**src/rtl/dmem_arbiter.sv**
```systemverilog
// rtl/dmem_arbiter.sv - CPU/DMA arbiter for a single-port word-addressed data memory
module dmem_arbiter #(
    parameter int DATA_W   = 32,
    parameter int ADDR_W   = 32,
    parameter int DEPTH    = 1024,
    parameter int MAX_WAIT = 4,
    parameter int LOCK_MAX = 8
) (
    input  logic              clk,
    input  logic              rst_n,
    input  logic              cpu_req,
    input  logic              cpu_we,
    input  logic [ADDR_W-1:0] cpu_addr,
    input  logic [DATA_W-1:0] cpu_wdata,
    output logic [DATA_W-1:0] cpu_rdata,
    output logic              cpu_stall,
    input  logic              dma_req,
    input  logic              dma_we,
    input  logic              dma_lock,
    input  logic [ADDR_W-1:0] dma_addr,
    input  logic [DATA_W-1:0] dma_wdata,
    output logic              dma_gnt,
    output logic [DATA_W-1:0] dma_rdata,
    output logic [ADDR_W-1:0] mem_addr,
    output logic [DATA_W-1:0] mem_wdata,
    output logic              mem_we,
    input  logic [DATA_W-1:0] mem_rdata,
    output logic              addr_err
);
    localparam int WAIT_W = $clog2(MAX_WAIT + 1);
    localparam int LOCK_W = $clog2(LOCK_MAX + 1);
    localparam logic [WAIT_W-1:0] WAIT_LIM = WAIT_W'(MAX_WAIT);
    localparam logic [LOCK_W-1:0] LOCK_LIM = LOCK_W'(LOCK_MAX);
    localparam logic [ADDR_W-1:0] DEPTH_A  = ADDR_W'(DEPTH);

    typedef enum logic {ARB, LOCK} state_t;

    state_t            state, state_nxt;
    logic [WAIT_W-1:0] wait_cnt, wait_nxt;
    logic [LOCK_W-1:0] lock_cnt, lock_nxt;
    logic              hold_wait, hold_nxt;
    logic              gnt_cpu, gnt_dma, owned, in_range, own_we;
    logic [ADDR_W-1:0] own_addr;
    logic [DATA_W-1:0] own_wdata;

    always_ff @(posedge clk or negedge rst_n) begin
        if (!rst_n) begin
            state     <= ARB;
            wait_cnt  <= '0;
            lock_cnt  <= '0;
            hold_wait <= 1'b0;
        end else begin
            state     <= state_nxt;
            wait_cnt  <= wait_nxt;
            lock_cnt  <= lock_nxt;
            hold_wait <= hold_nxt;
        end
    end

    always_comb begin
        gnt_cpu   = 1'b0;
        gnt_dma   = 1'b0;
        state_nxt = state;
        lock_nxt  = lock_cnt;
        hold_nxt  = 1'b0;
        case (state)
            ARB: begin
                if (dma_req && (!cpu_req || wait_cnt == WAIT_LIM)) begin
                    gnt_dma = 1'b1;
                    if (dma_lock) begin
                        if (LOCK_MAX > 1) begin
                            state_nxt = LOCK;
                            lock_nxt  = LOCK_W'(1);
                        end else begin
                            hold_nxt = 1'b1;
                        end
                    end
                end else if (cpu_req) begin
                    gnt_cpu = 1'b1;
                end
            end
            LOCK: begin
                if (dma_req) begin
                    gnt_dma = 1'b1;
                    // lock_cnt counts burst grants already made; this one is the (lock_cnt+1)th
                    if (lock_cnt + LOCK_W'(1) == LOCK_LIM) begin
                        state_nxt = ARB;
                        lock_nxt  = '0;
                        hold_nxt  = 1'b1;
                    end else if (!dma_lock) begin
                        state_nxt = ARB;
                        lock_nxt  = '0;
                    end else begin
                        lock_nxt = lock_cnt + LOCK_W'(1);
                    end
                end else begin
                    state_nxt = ARB;
                    lock_nxt  = '0;
                    gnt_cpu   = cpu_req;
                end
            end
            default: state_nxt = ARB;
        endcase
        if (!rst_n) begin
            gnt_cpu = 1'b0;
            gnt_dma = 1'b0;
        end

        // Holding at zero right after a forced release lets the CPU win the next contention
        if (!dma_req || gnt_dma || hold_wait) begin
            wait_nxt = '0;
        end else if (wait_cnt != WAIT_LIM) begin
            wait_nxt = wait_cnt + WAIT_W'(1);
        end else begin
            wait_nxt = wait_cnt;
        end
    end

    always_comb begin
        owned     = gnt_cpu | gnt_dma;
        own_addr  = gnt_dma ? dma_addr  : (gnt_cpu ? cpu_addr  : '0);
        own_wdata = gnt_dma ? dma_wdata : (gnt_cpu ? cpu_wdata : '0);
        own_we    = gnt_dma ? dma_we    : (gnt_cpu & cpu_we);
        in_range  = own_addr < DEPTH_A;

        mem_addr  = own_addr;
        mem_wdata = own_wdata;
        mem_we    = own_we & in_range;
        addr_err  = owned & ~in_range;
        cpu_rdata = (gnt_cpu && in_range) ? mem_rdata : '0;
        dma_rdata = (gnt_dma && in_range) ? mem_rdata : '0;
        cpu_stall = rst_n & cpu_req & ~gnt_cpu;
        dma_gnt   = gnt_dma;
    end
endmodule

```
**config.mk**
```make
export PLATFORM = sky130hd
export DESIGN_NAME = dmem_arbiter
export DESIGN_NICKNAME = d
export VERILOG_FILES = /design/src/rtl/dmem_arbiter.sv
export SDC_FILE = /design/constraint.sdc
export NUM_CORES = 1
export LEC_CHECK = 0
export ABC_AREA = 1
export BUFFER_PORTS_ARGS = -buffer_cell sky130_fd_sc_hd__buf_2
export CORE_AREA = 2 2 117 119
export DETAILED_ROUTE_END_ITERATION = 7
export DIE_AREA = 0 0 119 121
export SYNTH_ARGS = -nofsm -noshare
export SYNTH_HDL_FRONTEND = slang
export SYNTH_SLANG_ARGS = --single-unit
```
**constraint.sdc**
```tcl
create_clock -name clk -period 4.64 [get_ports clk]
set_input_delay 0.928 -clock clk [delete_from_list [all_inputs] [get_ports clk]]
set_output_delay 0.928 -clock clk [all_outputs]
set_load 0.03 [all_outputs]
```
==> impl_results.html <==
<table>
<tr><th>Metric</th><th>Value</th></tr>
<tr><th colspan="2">Die</th></tr>
<tr><td>Count of boundary I/O pins</td><td>299</td></tr>
<tr><td>Starting Density</td><td>14.5%</td></tr>
<tr><td>Die footprint</td><td>~14000 um^2</td></tr>
<tr><td>Placeable core area</td><td>13100 um^2</td></tr>
<tr><td>Die Height</td><td>about 120 um</td></tr>
<tr><td>Standard-cell row count</td><td>42</td></tr>
<tr><td>Die W</td><td>around 120 um</td></tr>
<tr><th colspan="2">Global routing</th></tr>
<tr><td>Initial antenna violation count</td><td>0</td></tr>
<tr><td>Total routing resource utilization after global routing</td><td>between 10% and 20%</td></tr>
<tr><td>Total grt overflow</td><td>0</td></tr>
<tr><td>Largest net degree at the start of global routing</td><td>46</td></tr>
<tr><td>Vias in the first global route</td><td>2901</td></tr>
<tr><td>Wire length of the first global-routing pass</td><td>15.2 mm</td></tr>
<tr><th colspan="2">Timing</th></tr>
<tr><td>Setup repair after global routing missed its margin</td><td>no</td></tr>
<tr><td>Setup TNS after final layout</td><td>0 ns</td></tr>
<tr><td>Final hold violations</td><td>0</td></tr>
<tr><td>Transition time of the tightest slew-check pin</td><td>~0.50 ns</td></tr>
<tr><td>Max Clock Freq</td><td>0.233 GHz</td></tr>
<tr><td>Final setup violation count</td><td>0</td></tr>
<tr><td>Clock period minus final worst setup slack</td><td>4.29 ns</td></tr>
<tr><td>Worst Clk Skew</td><td>between 0.002 and 0.0025 ns</td></tr>
<tr><td>Final period utilization</td><td>92.4%</td></tr>
<tr><td>Max-slew headroom at the worst pin</td><td>66.9%</td></tr>
<tr><td>Final-report max-slew violation count</td><td>0</td></tr>
<tr><th colspan="2">Min path</th></tr>
<tr><td>Worst min-delay path class</td><td>reg2reg</td></tr>
<tr><th colspan="2">CTS</th></tr>
<tr><td>Num CTS Buffers</td><td>3</td></tr>
<tr><td>Clk Latency, worst-skew pair</td><td>approximately 0.23 ns</td></tr>
<tr><td>Post-CTS Setup Bufs</td><td>0</td></tr>
<tr><td>Library cell used as clock root buffer</td><td>sky130_fd_sc_hd__clkbuf_16</td></tr>
<tr><td>Hold-fix buffers, CTS</td><td>0</td></tr>
<tr><td>CTS H-Tree Depth</td><td>1</td></tr>
<tr><td>CTS tree</td><td>built</td></tr>
<tr><td>Count of clock tree sinks</td><td>9</td></tr>
<tr><td>Post_cts resized</td><td>0</td></tr>
<tr><td>Clock transition at the registers of the reported paths</td><td>0.04 ns</td></tr>
<tr><td>Number of buffers between clock root and the deepest sink</td><td>2</td></tr>
<tr><th colspan="2">Finish</th></tr>
<tr><td>Design Area, Final</td><td>3570 um^2</td></tr>
<tr><td>Most common cell after layout, fill and taps aside</td><td>sky130_fd_sc_hd__buf_2</td></tr>
<tr><td>Leading cell types in the layout, fill and taps excluded</td><td>sky130_fd_sc_hd__buf_2 (298), sky130_fd_sc_hd__nor2_1 (76), sky130_fd_sc_hd__nand2_1 (48)</td></tr>
<tr><td>Area added between synthesis and finish</td><td>87.6%</td></tr>
<tr><td>Post-route insts no fill</td><td>roughly 770</td></tr>
<tr><td>Fill count</td><td>approximately 1500</td></tr>
<tr><td>Fraction of final layout cells with drive strength greater than 1</td><td>53.9%</td></tr>
<tr><td>Number of nets in the finished design</td><td>768</td></tr>
<tr><td>Count of antenna diodes in the layout</td><td>0</td></tr>
<tr><th colspan="2">Worst setup path</th></tr>
<tr><td>Crit path capture type</td><td>primary output</td></tr>
<tr><td>Required time of the critical path</td><td>roughly 3.7 ns</td></tr>
<tr><td>Arrival time of the worst setup path</td><td>3.36 ns</td></tr>
<tr><td>Critical setup path kind</td><td>in2out</td></tr>
<tr><td>Peak fanout along the critical path</td><td>32</td></tr>
<tr><td>Critical path launch point type</td><td>input pin</td></tr>
<tr><th colspan="2">Yosys</th></tr>
<tr><td>Portion of synthesized cell area occupied by the leading cell type</td><td>19.3%</td></tr>
<tr><td>Synthesized Nets</td><td>485</td></tr>
<tr><td>Netlist area before placement</td><td>between 1500 and 2000 um^2</td></tr>
<tr><td>Cell type contributing the most total cell area after synthesis</td><td>sky130_fd_sc_hd__a22o_1</td></tr>
<tr><td>Cells after synthesis</td><td>314</td></tr>
<tr><td>Count of unique library cells instantiated by Yosys</td><td>26</td></tr>
<tr><td>Synthesized flop and latch total</td><td>9</td></tr>
<tr><td>Warnings from Yosys</td><td>0</td></tr>
<tr><td>Sequential share of the synthesized area</td><td>around an eighth</td></tr>
<tr><td>Biggest area contributors in the synthesized netlist</td><td>sky130_fd_sc_hd__a22o_1 (19%), sky130_fd_sc_hd__nor2_1 (15%), sky130_fd_sc_hd__dfrtp_1 (12%)</td></tr>
<tr><td>Synthesized area per cell</td><td>6.06 um^2</td></tr>
<tr><th colspan="2">Power and ir drop</th></tr>
<tr><td>Sequential share of power</td><td>15.4%</td></tr>
<tr><td>Switching pwr</td><td>283 uW</td></tr>
<tr><td>Max rail drop VDD</td><td>0.0000913 V</td></tr>
<tr><td>Pint</td><td>335 uW</td></tr>
<tr><td>Combinational cell fraction of total power</td><td>about three fifths</td></tr>
<tr><td>Leak Pwr</td><td>around 2.4 nW</td></tr>
<tr><td>P per Cell Area</td><td>173 nW/um^2</td></tr>
<tr><td>Portion of total power attributed to the clock network</td><td>24.0%</td></tr>
<tr><td>Net switching fraction of the power</td><td>45.8%</td></tr>
<tr><th colspan="2">Route</th></tr>
<tr><td>Total wire length</td><td>11.1 mm</td></tr>
<tr><td>Total via count in the routed design</td><td>~3200</td></tr>
<tr><td>Number of DRC violations after detailed routing</td><td>0</td></tr>
<tr><td>First-pass iteration count of the detailed router</td><td>4</td></tr>
<tr><td>Via-per-instance ratio</td><td>4.13</td></tr>
<tr><td>Post-detailed-route wirelength per cell</td><td>14.4 um</td></tr>
<tr><td>Count of nets left with antenna violations after detail routing</td><td>0</td></tr>
<tr><td>Starting DRC count in detailed routing</td><td>99</td></tr>
<tr><th colspan="2">Place</th></tr>
<tr><td>Post-placement cell area</td><td>~3500 um^2</td></tr>
<tr><td>GPL Wtd Cong</td><td>between 0.7 and 0.8</td></tr>
<tr><td>Inst Count DP</td><td>between 700 and 800</td></tr>
<tr><td>Placed wire-length estimate</td><td>between 9 and 10 mm</td></tr>
<tr><td>Quantity of I/O buffers inserted on ports</td><td>between 200 and 300</td></tr>
<tr><th colspan="2">Run</th></tr>
<tr><td>Maximum capacitance violations</td><td>0</td></tr>
<tr><th colspan="2">Outcome</th></tr>
<tr><td>Run status</td><td>finished clean</td></tr>
</table>
## layer usage
layer	track usage, %	share of wire [%]	vias up
li1	-	-	1601
met1	16.4	41	1419
met2	21.9	45	165
met3	6.81	13	2
met4	1.86	0.31	0
met5	0	0	-
## per-stage QoR
step | utilization [%] | setup WS [ns] | total power [mW] | hold WS [ns]
floorplan | - | 0.765 | 0.324 | 0.502
global placement | 26.7 | 0.357 | 0.471 | 0.544
detailed placement | 26.7 | 0.351 | 0.473 | 0.547
CTS | 27.3 | 0.357 | 0.624 | 0.550
global route | 27.3 | 0.150 | 0.658 | 0.582
finish | 27.3 | 0.352 | 0.618 | 0.544
## kinds of logic (layout without fill, tap and decap cells)
group	Yosys count	after routing	share of synthesized area [%]
buf+inv	67	349	17.0
flops	9	9	11.8
fa+ha+maj	4	4	2.63
xor+xnor	4	4	1.84
compound gates	51	51	22.2
simple gates	179	179	44.5
## worst max-delay path, stage by stage
cell                      delay (ns)
sky130_fd_sc_hd__buf_2          0.13
sky130_fd_sc_hd__nand2_2        0.31
sky130_fd_sc_hd__nand2_4        0.25
sky130_fd_sc_hd__nand2_2        0.18
sky130_fd_sc_hd__nand2_1        0.06
sky130_fd_sc_hd__nand2_1        0.08
sky130_fd_sc_hd__nand3_1        0.17
sky130_fd_sc_hd__nor2_4         0.23
sky130_fd_sc_hd__nand4_4        0.43
sky130_fd_sc_hd__nor2_1         0.32
sky130_fd_sc_hd__buf_2          0.25
## cells in the mapped netlist
cell and n:
sky130_fd_sc_hd__nand3b_1 4, sky130_fd_sc_hd__dfrtp_1 9, sky130_fd_sc_hd__xor2_1 2, sky130_fd_sc_hd__nand2_2 6, sky130_fd_sc_hd__o21ai_0 3, sky130_fd_sc_hd__inv_2 1, sky130_fd_sc_hd__o311ai_0 1, sky130_fd_sc_hd__nor2_1 76
sky130_fd_sc_hd__nand3_1 23, sky130_fd_sc_hd__ha_1 4, sky130_fd_sc_hd__clkbuf_1 5, sky130_fd_sc_hd__buf_6 9, sky130_fd_sc_hd__o32ai_1 1, sky130_fd_sc_hd__a22o_1 42, sky130_fd_sc_hd__a21oi_1 3, sky130_fd_sc_hd__a21boi_1 1
sky130_fd_sc_hd__nand2_4 2, sky130_fd_sc_hd__nor2_2 1, sky130_fd_sc_hd__xnor2_1 2, sky130_fd_sc_hd__buf_1 6, sky130_fd_sc_hd__nor2_4 4, sky130_fd_sc_hd__nand4_4 2, sky130_fd_sc_hd__buf_2 3, sky130_fd_sc_hd__inv_1 43
sky130_fd_sc_hd__nand2_1 48, sky130_fd_sc_hd__nand4_1 13
## area by class of cell
cell class | instances | area, um^2 | area share, %
inverters | 44 | 165 | 4.63
repair buffers | 301 | 1510 | 42.4
clock buffers | 4 | 78.8 | 2.21
well taps | 176 | 220 | 6.17
multi-input cells | 238 | 1370 | 38.3
flip-flops and latches | 9 | 225 | 6.31
## worst paths after layout
| check | start | end | slack, ns | cells past startpoint |
|---|---|---|---|---|
| worst max-delay path | dma_req | cpu_rdata[27] | 0.35 | 11 |
| worst min-delay path | hold_wait | wait_cnt[0] | 0.54 | 2 |
| worst min register to register | hold_wait | wait_cnt[0] | 0.54 | 2 |
| worst max register to register | wait_cnt[1] | wait_cnt[1] | 2.86 | 9 |
| max in group asynchronous | rst_n | state | 3.54 | 2 |
| min in group asynchronous | rst_n | lock_cnt[1] | 0.60 | 1 |
## sequential cells by signal (all words and copies together), names as in the netlist
signal,count
lock_cnt,4
state,1
wait_cnt,3
hold_wait,1
## power by group through the flow
stage | clock (mW) | sequential (mW) | combinational [mW]
after global placement | 0 | 0.0956 | 0.375
after detailed placement | 0 | 0.0957 | 0.377
final | 0.149 | 0.0949 | 0.374
after CTS | 0.150 | 0.0947 | 0.379
after floorplan | 0 | 0.0938 | 0.230
after global routing | 0.157 | 0.0961 | 0.406
No activity file was read; power rests on OpenSTA's default activity.
